--- src/rtl/voice_allocator.sv ---
// Voice allocator: assigns note-on/off commands to voices and mixes voice samples into one frame sample.
// Optional build macro VOICE_STEAL_EN: when no voice is free, steal the oldest busy voice.
module voice_allocator #(
  parameter int NUM_VOICES = 10,
  parameter int MIDI_W     = 7,
  parameter int VEL_W      = 8,
  parameter int SAMPLE_W   = 16,
  parameter int MIX_SHIFT  = 3
) (
  input  logic                           clk,
  input  logic                           rst,
  input  logic                           i_valid,
  output logic                           o_ready,
  input  logic [MIDI_W+VEL_W:0]          i_data,
  output logic [NUM_VOICES-1:0]          o_cmd,
  output logic [NUM_VOICES-1:0]          o_trig,
  output logic [NUM_VOICES*MIDI_W-1:0]   o_midi,
  output logic [NUM_VOICES*VEL_W-1:0]    o_vel,
  output logic                           o_overflow,
  input  logic [NUM_VOICES-1:0]          i_state,
  input  logic [NUM_VOICES*SAMPLE_W-1:0] i_sample,
  output logic [SAMPLE_W-1:0]            o_sample,
  output logic                           o_sample_valid
);
  localparam int IDX_W = $clog2(NUM_VOICES);
  localparam int ACC_W = SAMPLE_W + IDX_W;
  localparam logic [0:0] IDLE  = 1'b0;
  localparam logic [0:0] APPLY = 1'b1;
  localparam logic signed [ACC_W-1:0] SAT_MAX = ACC_W'(2 ** (SAMPLE_W - 1) - 1);
  localparam logic signed [ACC_W-1:0] SAT_MIN = ~SAT_MAX;

  logic [0:0]            state;
  logic                  cmd_on;
  logic [MIDI_W-1:0]     cmd_note;
  logic [VEL_W-1:0]      cmd_vel;
  logic [NUM_VOICES-1:0] note_match;
  logic                  hit, free, alloc_en, drop;
  logic [IDX_W-1:0]      hit_idx, free_idx, alloc_idx;

  assign o_ready = (state == IDLE);

  // NOTE: every always_comb output gets a default before any branch, so no latch is inferred.
  always_comb begin
    note_match = '0;
    hit        = 1'b0;
    hit_idx    = '0;
    free       = 1'b0;
    free_idx   = '0;
    // Scanning downward leaves the lowest matching index in place.
    for (int v = NUM_VOICES - 1; v >= 0; v--) begin
      note_match[v] = o_cmd[v] && (o_midi[v*MIDI_W +: MIDI_W] == cmd_note);
      if (note_match[v]) begin
        hit     = 1'b1;
        hit_idx = IDX_W'(v);
      end
      if (!o_cmd[v]) begin
        free     = 1'b1;
        free_idx = IDX_W'(v);
      end
    end
  end

`ifdef VOICE_STEAL_EN
  logic [4:0]       age [NUM_VOICES];
  logic [IDX_W-1:0] steal_idx;
  logic [4:0]       steal_age;

  always_comb begin
    steal_idx = '0;
    steal_age = age[0];
    for (int v = 1; v < NUM_VOICES; v++) begin
      if (age[v] > steal_age) begin
        steal_idx = IDX_W'(v);
        steal_age = age[v];
      end
    end
  end

  assign alloc_en  = (state == APPLY) && cmd_on && !hit;
  assign alloc_idx = free ? free_idx : steal_idx;

  // NOTE: the age array is small control state that steal decisions read, so it is reset like any register.
  always_ff @(posedge clk or posedge rst) begin
    if (rst) begin
      for (int v = 0; v < NUM_VOICES; v++) age[v] <= '0;
    end else if (alloc_en) begin
      for (int v = 0; v < NUM_VOICES; v++) begin
        if (IDX_W'(v) == alloc_idx)      age[v] <= '0;
        else if (o_cmd[v] && age[v] != '1) age[v] <= age[v] + 5'd1;
      end
    end
  end
`else
  assign alloc_en  = (state == APPLY) && cmd_on && !hit && free;
  assign alloc_idx = free_idx;
`endif

  assign drop = (state == APPLY) && cmd_on && !hit && !free;

  // NOTE: sequential state uses non-blocking assignments so every register samples pre-edge values.
  always_ff @(posedge clk or posedge rst) begin
    if (rst) begin
      state      <= IDLE;
      cmd_on     <= 1'b0;
      cmd_note   <= '0;
      cmd_vel    <= '0;
      o_cmd      <= '0;
      o_trig     <= '0;
      o_midi     <= '1;
      o_vel      <= '0;
      o_overflow <= 1'b0;
    end else begin
      o_trig     <= '0;
      o_overflow <= drop;
      if (state == IDLE) begin
        if (i_valid) begin
          {cmd_on, cmd_note, cmd_vel} <= i_data;
          state <= APPLY;
        end
      end else begin
        state <= IDLE;
        if (cmd_on && hit) begin
          o_vel[hit_idx*VEL_W +: VEL_W] <= cmd_vel;
          o_trig[hit_idx]               <= 1'b1;
        end
        if (alloc_en) begin
          o_cmd[alloc_idx]                    <= 1'b1;
          o_midi[alloc_idx*MIDI_W +: MIDI_W]  <= cmd_note;
          o_vel[alloc_idx*VEL_W +: VEL_W]     <= cmd_vel;
          o_trig[alloc_idx]                   <= 1'b1;
        end
        if (!cmd_on) begin
          for (int v = 0; v < NUM_VOICES; v++) begin
            if (note_match[v]) begin
              o_cmd[v]                    <= 1'b0;
              o_midi[v*MIDI_W +: MIDI_W]  <= '1;
            end
          end
        end
      end
    end
  end

  // Frame mixer: one voice per cycle, free-running scan.
  logic [IDX_W-1:0]           idx;
  logic signed [ACC_W-1:0]    acc, term, total, shifted;
  logic signed [SAMPLE_W-1:0] cur;

  always_comb begin
    cur     = i_sample[idx*SAMPLE_W +: SAMPLE_W];
    term    = i_state[idx] ? {{(ACC_W-SAMPLE_W){cur[SAMPLE_W-1]}}, cur} : '0;
    total   = acc + term;
    shifted = total >>> MIX_SHIFT;
  end

  always_ff @(posedge clk or posedge rst) begin
    if (rst) begin
      idx            <= '0;
      acc            <= '0;
      o_sample       <= '0;
      o_sample_valid <= 1'b0;
    end else if (idx == IDX_W'(NUM_VOICES - 1)) begin
      idx            <= '0;
      acc            <= '0;
      o_sample_valid <= 1'b1;
      if (shifted > SAT_MAX)      o_sample <= SAT_MAX[SAMPLE_W-1:0];
      else if (shifted < SAT_MIN) o_sample <= SAT_MIN[SAMPLE_W-1:0];
      else                        o_sample <= shifted[SAMPLE_W-1:0];
    end else begin
      idx            <= idx + 1'b1;
      acc            <= total;
      o_sample_valid <= 1'b0;
    end
  end
endmodule

--- config.mk ---
export PLATFORM = sky130hd
export DESIGN_NAME = voice_allocator
export DESIGN_NICKNAME = d
export VERILOG_FILES = /design/src/rtl/voice_allocator.sv
export SDC_FILE = /design/constraint.sdc
export NUM_CORES = 1
export LEC_CHECK = 0
export BUFFER_PORTS_ARGS = -buffer_cell sky130_fd_sc_hd__buf_2
export CAP_MARGIN = 20
export CORE_UTILIZATION = 48
export CTS_CLUSTER_DIAMETER = 40
export DETAILED_ROUTE_END_ITERATION = 6
export GPL_TIMING_DRIVEN = 0
export PLACE_DENSITY = 0.87
export SYNTH_ARGS = -nofsm -noshare
export SYNTH_HDL_FRONTEND = slang
export SYNTH_SLANG_ARGS = --single-unit
--- constraint.sdc ---
create_clock -name clk -period 8.5 [get_ports clk]
set_clock_uncertainty 0.2 [all_clocks]
set_input_delay 1.7 -clock clk [delete_from_list [all_inputs] [get_ports clk]]
set_output_delay 1.7 -clock clk [all_outputs]
set_load 0.005 [all_outputs]
# Word-level counts from Yosys, hierarchy flattened
# Cells that the tools add are included.
# Widths: inputs -> output; s select.
# op_classes
addsub	5
n_mul	1
magnitude_cmp	7
n_eq_ne	11
shifts	7
muxes	88
n_bitwise	3
reduce_logical	20
# ops
cell	count
$mux 80	3
$bwmux 80	2
$shift 8x34->80 const A	2
$shiftx 160x9->16	1
$shiftx 8x34->80	2
$mux 70	2
$neg 7->34	3
$mux 4	21
$bwmux 70	1
$eq 7x7->1	10
$mux 7	10
$shift 7x34->70 const A	1
$shiftx 7x34->70	1
$mux 10	6
$mux 20	2
$mux 1	36
$mux 16	2
$add 20x20->20	1
$or 10x10->10	2
$gt 17x16->1 const B	1
$logic_and 1x1->1	17
$lt 17x16->1 const B	1
$lt 4x5->1 const B	3
$demux 1 s4	2
other kinds (8)	10
# totals
regBits	229
inputBits	189
output_inout_bits	189
elab_cells	155

# Logic depth before layout (Yosys ltp)
# Gate-level depths: netlist of the first run.
# logic_depth
word_depth	21
ltp_mapped	17
mapped_depth_nobuf	15

# Least setup slack after synthesis of the first run
# No wires, ideal clock.
# synth_path
path_kind	input-to-reg
from	input i_state[7]
to	register o_sample[2]
setup_time_ps	83
t_arrival_ps	5434
required_ps	8217
path_slack_ps	2783
cell_stages	16
path_buffers	2
cell_sequence	mux4_2 -> mux2i_1 -> o22ai_1 -> clkbuf_1 -> and2_1 -> ha_1 -> fa_1 -> a211oi_1 -> o21a_1 -> o31ai_1 -> a221o_1 -> a211oi_1 -> xnor2_1 -> clkbuf_1 -> maj3_1 -> o21ai_0
# synth_via
elab_chain_cells	7
elab_cells_between_ends	8
cone_classes	add/sub (1); order compare (2); mux (5)
# synth_lines
item	line	rtl
start, declared	20	input logic [NUM_VOICES-1:0] i_state,
$bmux 1 s4 *	151	term = i_state[idx] ? {{(ACC_W-SAMPLE_W){cur[SAMPLE_W-1]}}, cur} : '0;
$mux 1 (implied by the code) *	151	
$mux 20 *	151	
$add 20x20->20 *	152	total = acc + term;
$lt 17x16->1	167	else if (shifted < SAT_MIN) o_sample <= SAT_MIN[SAMPLE_W-1:0];
$mux 16	167	
$mux 16 *	166	if (shifted > SAT_MAX) o_sample <= SAT_MAX[SAMPLE_W-1:0];
end signal, assigned	166	
end signal, assigned	167	
end signal, assigned	168	else o_sample <= shifted[SAMPLE_W-1:0];
end, declared	22	output logic [SAMPLE_W-1:0] o_sample,
# Mark *: on every way between the ends. The rest lies on a longest branch, timed or not. The select of a mux whose other input is x is not followed.
# A chain may end at the register's enable or synchronous reset.

# Worst setup path after layout of the first run
# layout_path
from	register idx[0]
to	register o_sample[6]
# layout_via
elab_chain_cells	7
elab_cells_between_ends	10
cone_classes	add/sub (1); order compare (2); eq/ne (1); shift (1); mux (5)
# layout_lines
item	line	rtl
start, declared	145	logic [IDX_W-1:0] idx;
start signal, assigned	170	idx <= idx + 1'b1;
branches (longest 7 deep; another with $add 20x20->20)	-	
# Several ways; the timed one is not identified. The select of a mux whose other input is x is not followed.

==> out/qor.csv, run 1 <==
stage;metric;value;unit
clock_tree;clockBufferDepth;3;
timing;min_period;6.14;ns
clock_tree;clockRootBuffer;clkbuf_16;
floorplan;num_rows;60;
floorplan;ios;378;
timing;worst_pin_slew;1.10;ns
synth;yosysSeqAreaShare;0.434;
finish;seq_area;5820;um2
floorplan;dieArea;28600;um2
clock_tree;clock-sinks;229;
timing;setup_viol;0;
timing;max_freq;163;MHz
clock_tree;cts_tree;done;
global_route;grt_first_pass_wirelength;71000;um
clock_tree;post_cts_resized;0;
synth;synth_flop_cell;dfrtp_1;
clock_tree;ctsHtreeMaxLevel;1;
synth;synth-seq-cells;229;
synth;synth_edf_count;0;
timing;slew_headroom;0.261;
finish;final_area;16900;um2
synth;yosys_warnings;0;
power;p_leak;7.85;nW
timing;period_share;0.722;
critical_path;startpoint;idx[0];
power;power;0.00538;W
finish;multi_input_area;7070;um2
timing;hold_viol_final;0;
finish;stdcell_count;2102;
critical_path;end_kind;flop;
routing;dr.pass1.iters;5;
finish;finish.utilization;0.621;
status;outcome;complete, no violations;
place;dp_hpwl;35100;um
finish;fillers;2178;
synth;synth_area;13400;um2
clock_tree;cts_buffers;31;
min_path;hp-start;o_sample[9];
finish;area_delta_synth_final;26.0;%
routing;wl_per_cell;22.4;um
global_route;grt_max_degree;133;
critical_path;cp_slowest_stage_delay;0.75;ns
synth;yosys.cell_types.count;84;
critical_path;cp_common_cell;o21ai_0;
global_route;gr-total-overflow;0;
finish;drive_gt1_frac;0.359;
clock_tree;post_cts_buffers;0;
timing;setup_tns;0;ns
place;place_congestion;1.00;
place;placed_cells;2036;
timing;slew_viol_final;0;
synth;synthArstFlopShare;1.00;
clock_tree;clkTransAtPathRegs;0.06;ns
floorplan;core_area;27200;um2
critical_path;cp.required;8.72;ns
power;powerDensity;319;nW/um2
routing;vias;12900;
routing;wl;47000;um
critical_path;crit_type;flop to flop;
clock_tree;clock_latency;0.56;ns
critical_path;arrival;6.36;ns
place;place_area;15800;um2
global_route;antenna_found_initial;7;
synth;syn-instance-count;1286;
power;irDropWorstVdd;0.000188;V
critical_path;worst_setup_path_start_kind;flop;
place;port_buffers;377;
critical_path;path_cells;buf_2 -> buf_1 -> mux4_2 -> mux2i_1 -> o22ai_1 -> and2_1 -> ha_1 -> o21a_1 -> o21ai_0 -> o2111ai_1 -> a41o_1 -> o41ai_1 -> xor2_1 -> clkbuf_1 -> maj3_1 -> o21ai_0;
floorplan;start_util;0.493;
finish;layout_commonest_cell;buf_2;
timing;rsz0062_at_grt;false;
synth;avgSynthCellArea;10.4;um2
run;maxCapViolCount;0;
min_path;hold_class;flop to flop;
routing;via_per_inst;6.14;
critical_path;crit_slowest_cell;buf_1;
routing;drt-initial-drc-count;1221;
synth;syn_nets;1507;
global_route;grt_usage;0.322;
clock_tree;ctsHoldBuffers;0;
finish;final_cell_mix;buf_2, dfrtp_1, nand2_1;
routing;drtAntennaViolNets;0;
routing;route.detailed.drc;0;
global_route;grt_pass1_vias;12900;
floorplan;die_h;169;um
floorplan;die_w;169;um
finish;finalNetCount;1919;
critical_path;worstPathMaxFanout;10;
critical_path;reg2reg_from;idx[0];
==> area by class of cell <==
class | instances | area share
Antenna cell | 8 | 0.00119
Sequential cell | 229 | 0.345
Multi-Input combinational cell | 946 | 0.419
Inverter | 30 | 0.00712
Buffer | 81 | 0.0231
Timing Repair Buffer | 379 | 0.114
Clock buffer | 37 | 0.0497
Tap cell | 372 | 0.0276
Clock inverter | 20 | 0.0139
==> power by group <==
part / switching [W] / internal [W]
sequential: 0.000296 / 0.00153
combinational: 0.00132 / 0.000900
clock: 0.000530 / 0.000807
total: 0.00214 / 0.00324
==> metal layers <==
| layer | vias to the layer above | share of wire | GRT usage |
|---|---|---|---|
| met5 | - | 0 | 0 |
| met4 | 0 | 0.069 | 0.219 |
| met3 | 209 | 0.080 | 0.0461 |
| met2 | 868 | 0.50 | 0.565 |
| met1 | 6207 | 0.35 | 0.365 |
| li1 | 5617 | - | - |
==> stage by stage <==
step / worst slack [ns] / hold slack [ns]
2_1_floorplan: 0.440 / 0.270
3_3_place_gp: -1.91 / 0.262
3_5_place_dp: 1.84 / 0.266
4_1_cts: 2.42 / 0.280
5_1_grt: 1.99 / 0.310
6_report: 2.36 / 0.273
==> final timing paths <==
kind                               end  slack [ns]  cells after the start
max in group asynchronous   o_midi[33]        5.91                      3
min in group asynchronous   cmd_vel[3]        1.15                      2
min                        o_sample[9]        0.27                      2
min reg2reg                o_sample[9]        0.27                      2
max reg2reg                o_sample[6]        2.36                     16
max                        o_sample[6]        2.36                     16
==> critical path, delay by kind of cell, from the launching register on <==
kind / cells / cell delay (ns)
and+or+nand+nor: 1 / 0.19
buffers and inverters: 3 / 1.48
xor gates and xnor gates: 1 / 0.51
muxes: 2 / 0.80
adders and majority gates: 2 / 0.57
DFF: 1 / 0.40
AOI/OAI and AO/OA: 7 / 1.84
==> sequential cells by signal, summed over array words and instances (netlist names) <==
register,cells
o_trig,10
acc,20
o_sample_valid,1
o_overflow,1
o_sample,16
idx,4
state,1
o_midi,70
cmd_vel,8
o_vel,80
cmd_note,7
o_cmd,10
cmd_on,1
==> synth_stat cells, types with 7 or more instances <==
cell / n / area [um2]
dfrtp_1: 159 / 3980
nand2_1: 137 / 514
nor2_1: 85 / 319
a21oi_1: 71 / 355
dfstp_2: 70 / 1840
xor2_1: 52 / 455
o21ai_0: 49 / 245
clkbuf_1: 48 / 180
mux2i_1: 40 / 400
xnor2_1: 39 / 342
mux4_2: 34 / 766
a22o_1: 32 / 280
ha_1: 31 / 388
o211ai_1: 29 / 218
inv_1: 27 / 101
nand4_1: 27 / 169
nand3_1: 24 / 120
and2_1: 23 / 144
mux2_2: 23 / 259
o22ai_1: 19 / 119
a211oi_1: 18 / 135
o22a_1: 18 / 158
maj3_1: 15 / 150
a2bb2oi_1: 13 / 114
and4_1: 13 / 114
nor3_1: 13 / 65.1
buf_2: 11 / 55.1
nor4_1: 11 / 68.8
a32oi_1: 10 / 87.6
buf_4: 9 / 67.6
and3_1: 8 / 50.1
buf_1: 8 / 30.0
o21a_1: 8 / 60.1
a21o_1: 7 / 52.6
==> logic make-up (layout without fill, tap and decap cells) <==
| group | count (synthesis) | after routing | share of synthesized area |
|---|---|---|---|
| and+or+nand+nor | 377 | 377 | 0.141 |
| other | 0 | 8 | 0 |
| adders and majority gates | 47 | 47 | 0.0417 |
| buffers and inverters | 111 | 547 | 0.0375 |
| AOI/OAI and AO/OA | 322 | 322 | 0.167 |
| DFF | 229 | 229 | 0.434 |
| xor gates and xnor gates | 91 | 91 | 0.0595 |
| muxes | 109 | 109 | 0.118 |
Note: power is estimated with default switching activity, not from simulation.
==> run 2: changes to the inputs <==
CORE_UTILIZATION = 53   (was 48)
PLACE_DENSITY = 0.91   (was 0.87)
clock period = 6.21 ns   (was 8.5 ns; I/O delays follow)
==> out/qor.csv, run 2 (synthesized netlist as in run 1, its figures left out) <==
stage;metric;value;unit;change
finish;largest_reg_flops;80;;unchanged
timing;setup_viol;0;;unchanged
global_route;grt_pass1_vias;13000;;+0.60%
power;irDropWorstVdd;0.000301;V;+60%
floorplan;num_rows;57;;-5.0%
timing;rsz0062_at_grt;false;;
clock_tree;ctsHtreeMaxLevel;2;;+1
clock_tree;clockBufferDepth;3;;unchanged
critical_path;worst_setup_path_start_kind;flop;;
power;p_leak;7.99;nW;+1.8%
clock_tree;cts_tree;done;;
global_route;gr-total-overflow;0;;unchanged
critical_path;crit_type;flop to flop;;
routing;route.detailed.drc;0;;unchanged
critical_path;critPathTopFamily;buffers and inverters;;
run;maxCapViolCount;0;;unchanged
clock_tree;clock_latency;0.51;ns;-0.05 ns
critical_path;cp_slowest_stage_delay;0.62;ns;-0.13 ns
clock_tree;cts_buffers;36;;+16%
routing;drtAntennaViolNets;0;;unchanged
critical_path;critPathBufInv;4;;+1
routing;vias;12900;;-0.28%
floorplan;dieArea;25900;um2;-9.3%
power;powerDensity;449;nW/um2;+41%
floorplan;die_w;161;um;-4.8%
clock_tree;clockRootBuffer;clkbuf_16;;
min_path;hold_class;flop to flop;;
routing;via_per_inst;6.23;;+1.5%
critical_path;end_kind;flop;;
routing;dr.pass1.iters;7;;+2
floorplan;die_h;161;um;-4.8%
critical_path;worstPathMaxFanout;10;;unchanged
floorplan;start_util;0.546;;+0.0531
global_route;grt_first_pass_wirelength;70800;um;-0.32%
routing;wl;46300;um;-1.5%
critical_path;path_cells;clkbuf_1 -> buf_1 -> buf_1 -> mux2i_1 -> o22ai_1 -> and2_1 -> ha_1 -> fa_1 -> a211oi_1 -> o21a_1 -> o31ai_1 -> a221o_1 -> a211oi_1 -> xnor2_1 -> clkbuf_1 -> maj3_1 -> o21ai_0;;
clock_tree;ctsHoldBuffers;0;;unchanged
status;outcome;complete, no violations;;
timing;setup_tns;0;ns;unchanged
place;place_congestion;1.00;;+0.18%
timing;slew_viol_final;0;;unchanged
critical_path;arrival;5.89;ns;-0.47 ns
place;port_buffers;377;;unchanged
global_route;grt_usage;0.354;;+0.0322
global_route;grt_max_degree;49;;-63%
place;dp_hpwl;34900;um;-0.51%
routing;wl_per_cell;22.4;um;+0.30%
finish;drive_gt1_frac;0.366;;+0.00732
timing;min_period;5.72;ns;-0.425 ns
finish;layout_commonest_cell;buf_2;;
timing;slew_headroom;0.215;;-0.0463
floorplan;core_area;24500;um2;-9.7%
routing;drt-initial-drc-count;1332;;+9.1%
floorplan;ios;378;;unchanged
finish;largest-register;o_vel;;
critical_path;crit_slowest_cell;buf_1;;
finish;finish.utilization;0.697;;+0.0758
finish;area_delta_synth_final;27.7;%;
timing;worst_pin_slew;1.17;ns;+0.0689 ns
clock_tree;clkTransAtPathRegs;0.06;ns;about the same
timing;period_share;0.920;;+0.198
critical_path;cp.required;6.39;ns;-2.33 ns
finish;reg.largest.list;o_vel (80), o_midi (70), acc (20);;
power;power;0.00768;W;+43%
global_route;antenna_found_initial;7;;unchanged
timing;max_freq;175;MHz;+7.4%
finish;final_cell_mix;buf_2, dfrtp_1, nand2_1;;
finish;finalNetCount;1929;;+0.52%
timing;hold_viol_final;0;;unchanged
clock_tree;clock-sinks;229;;unchanged
==> run 2: metal layers <==
layer / GRT usage / vias to the layer above / wire length, um
met4: 0.222 / 0 / 3050
met1: 0.406 / 6242 / 16400
met3: 0.0424 / 177 / 3290
met5: 0 / - / 0
li1: - / 5632 / -
met2: 0.629 / 814 / 23600
==> run 2: timing repair <==
| action | in CTS | in global routing |
|---|---|---|
| endpoints found under the setup margin | 0 | 12 |
| buffers inserted | 0 | 1 |
| gates resized for setup | 0 | 9 |
==> run 2: report_power, final <==
part,switching (W),internal (W)
logic,0.00181,0.00124
registers,0.000414,0.00210
clock network,0.000801,0.00131
==> run 2: area by class of cell <==
| class | count | area, um2 |
|---|---|---|
| Antenna cell | 7 | 17.5 |
| Buffer | 81 | 395 |
| Clock buffer | 40 | 947 |
| Clock inverter | 24 | 324 |
| Fill cell | 1815 | 7440 |
| Inverter | 30 | 116 |
| Multi-Input combinational cell | 946 | 7070 |
| Sequential cell | 229 | 5820 |
| Tap cell | 324 | 405 |
| Timing Repair Buffer | 384 | 2000 |
==> run 2: stage by stage <==
stage               cell area [um2]  worst slack [ns]  hold slack [ns]  std cells
finish                        17100             0.495            0.277       2065
global route                  17100            0.0726            0.289       2065
CTS                           17100            0.0401            0.279       2057
detailed placement            15800            0.0669            0.266       1993
global placement              15700             0.236            0.260       1987
floorplan                     13400             0.951            0.270       1286
==> run 2: tightest hold or removal path, delay by kind of cell, from the launching register on <==
| kind | cells | cell delay, ns |
|---|---|---|
| AO/OA/AOI/OAI | 1 | 0.06 |
| flip-flops | 1 | 0.33 |
| AND/OR/NAND/NOR | 1 | 0.05 |
==> run 2: final timing paths <==
kind                        startpoint     endpoint  slack [ns]  cells past startpoint
max in group asynchronous          rst   o_midi[45]        3.99                      5
setup / recovery                idx[2]  o_sample[7]        0.49                     17
setup reg to reg                idx[2]  o_sample[7]        0.49                     17
min in group asynchronous          rst     o_vel[8]        0.60                      2
hold / removal             o_sample[7]  o_sample[7]        0.28                      2
hold reg to reg            o_sample[7]  o_sample[7]        0.28                      2
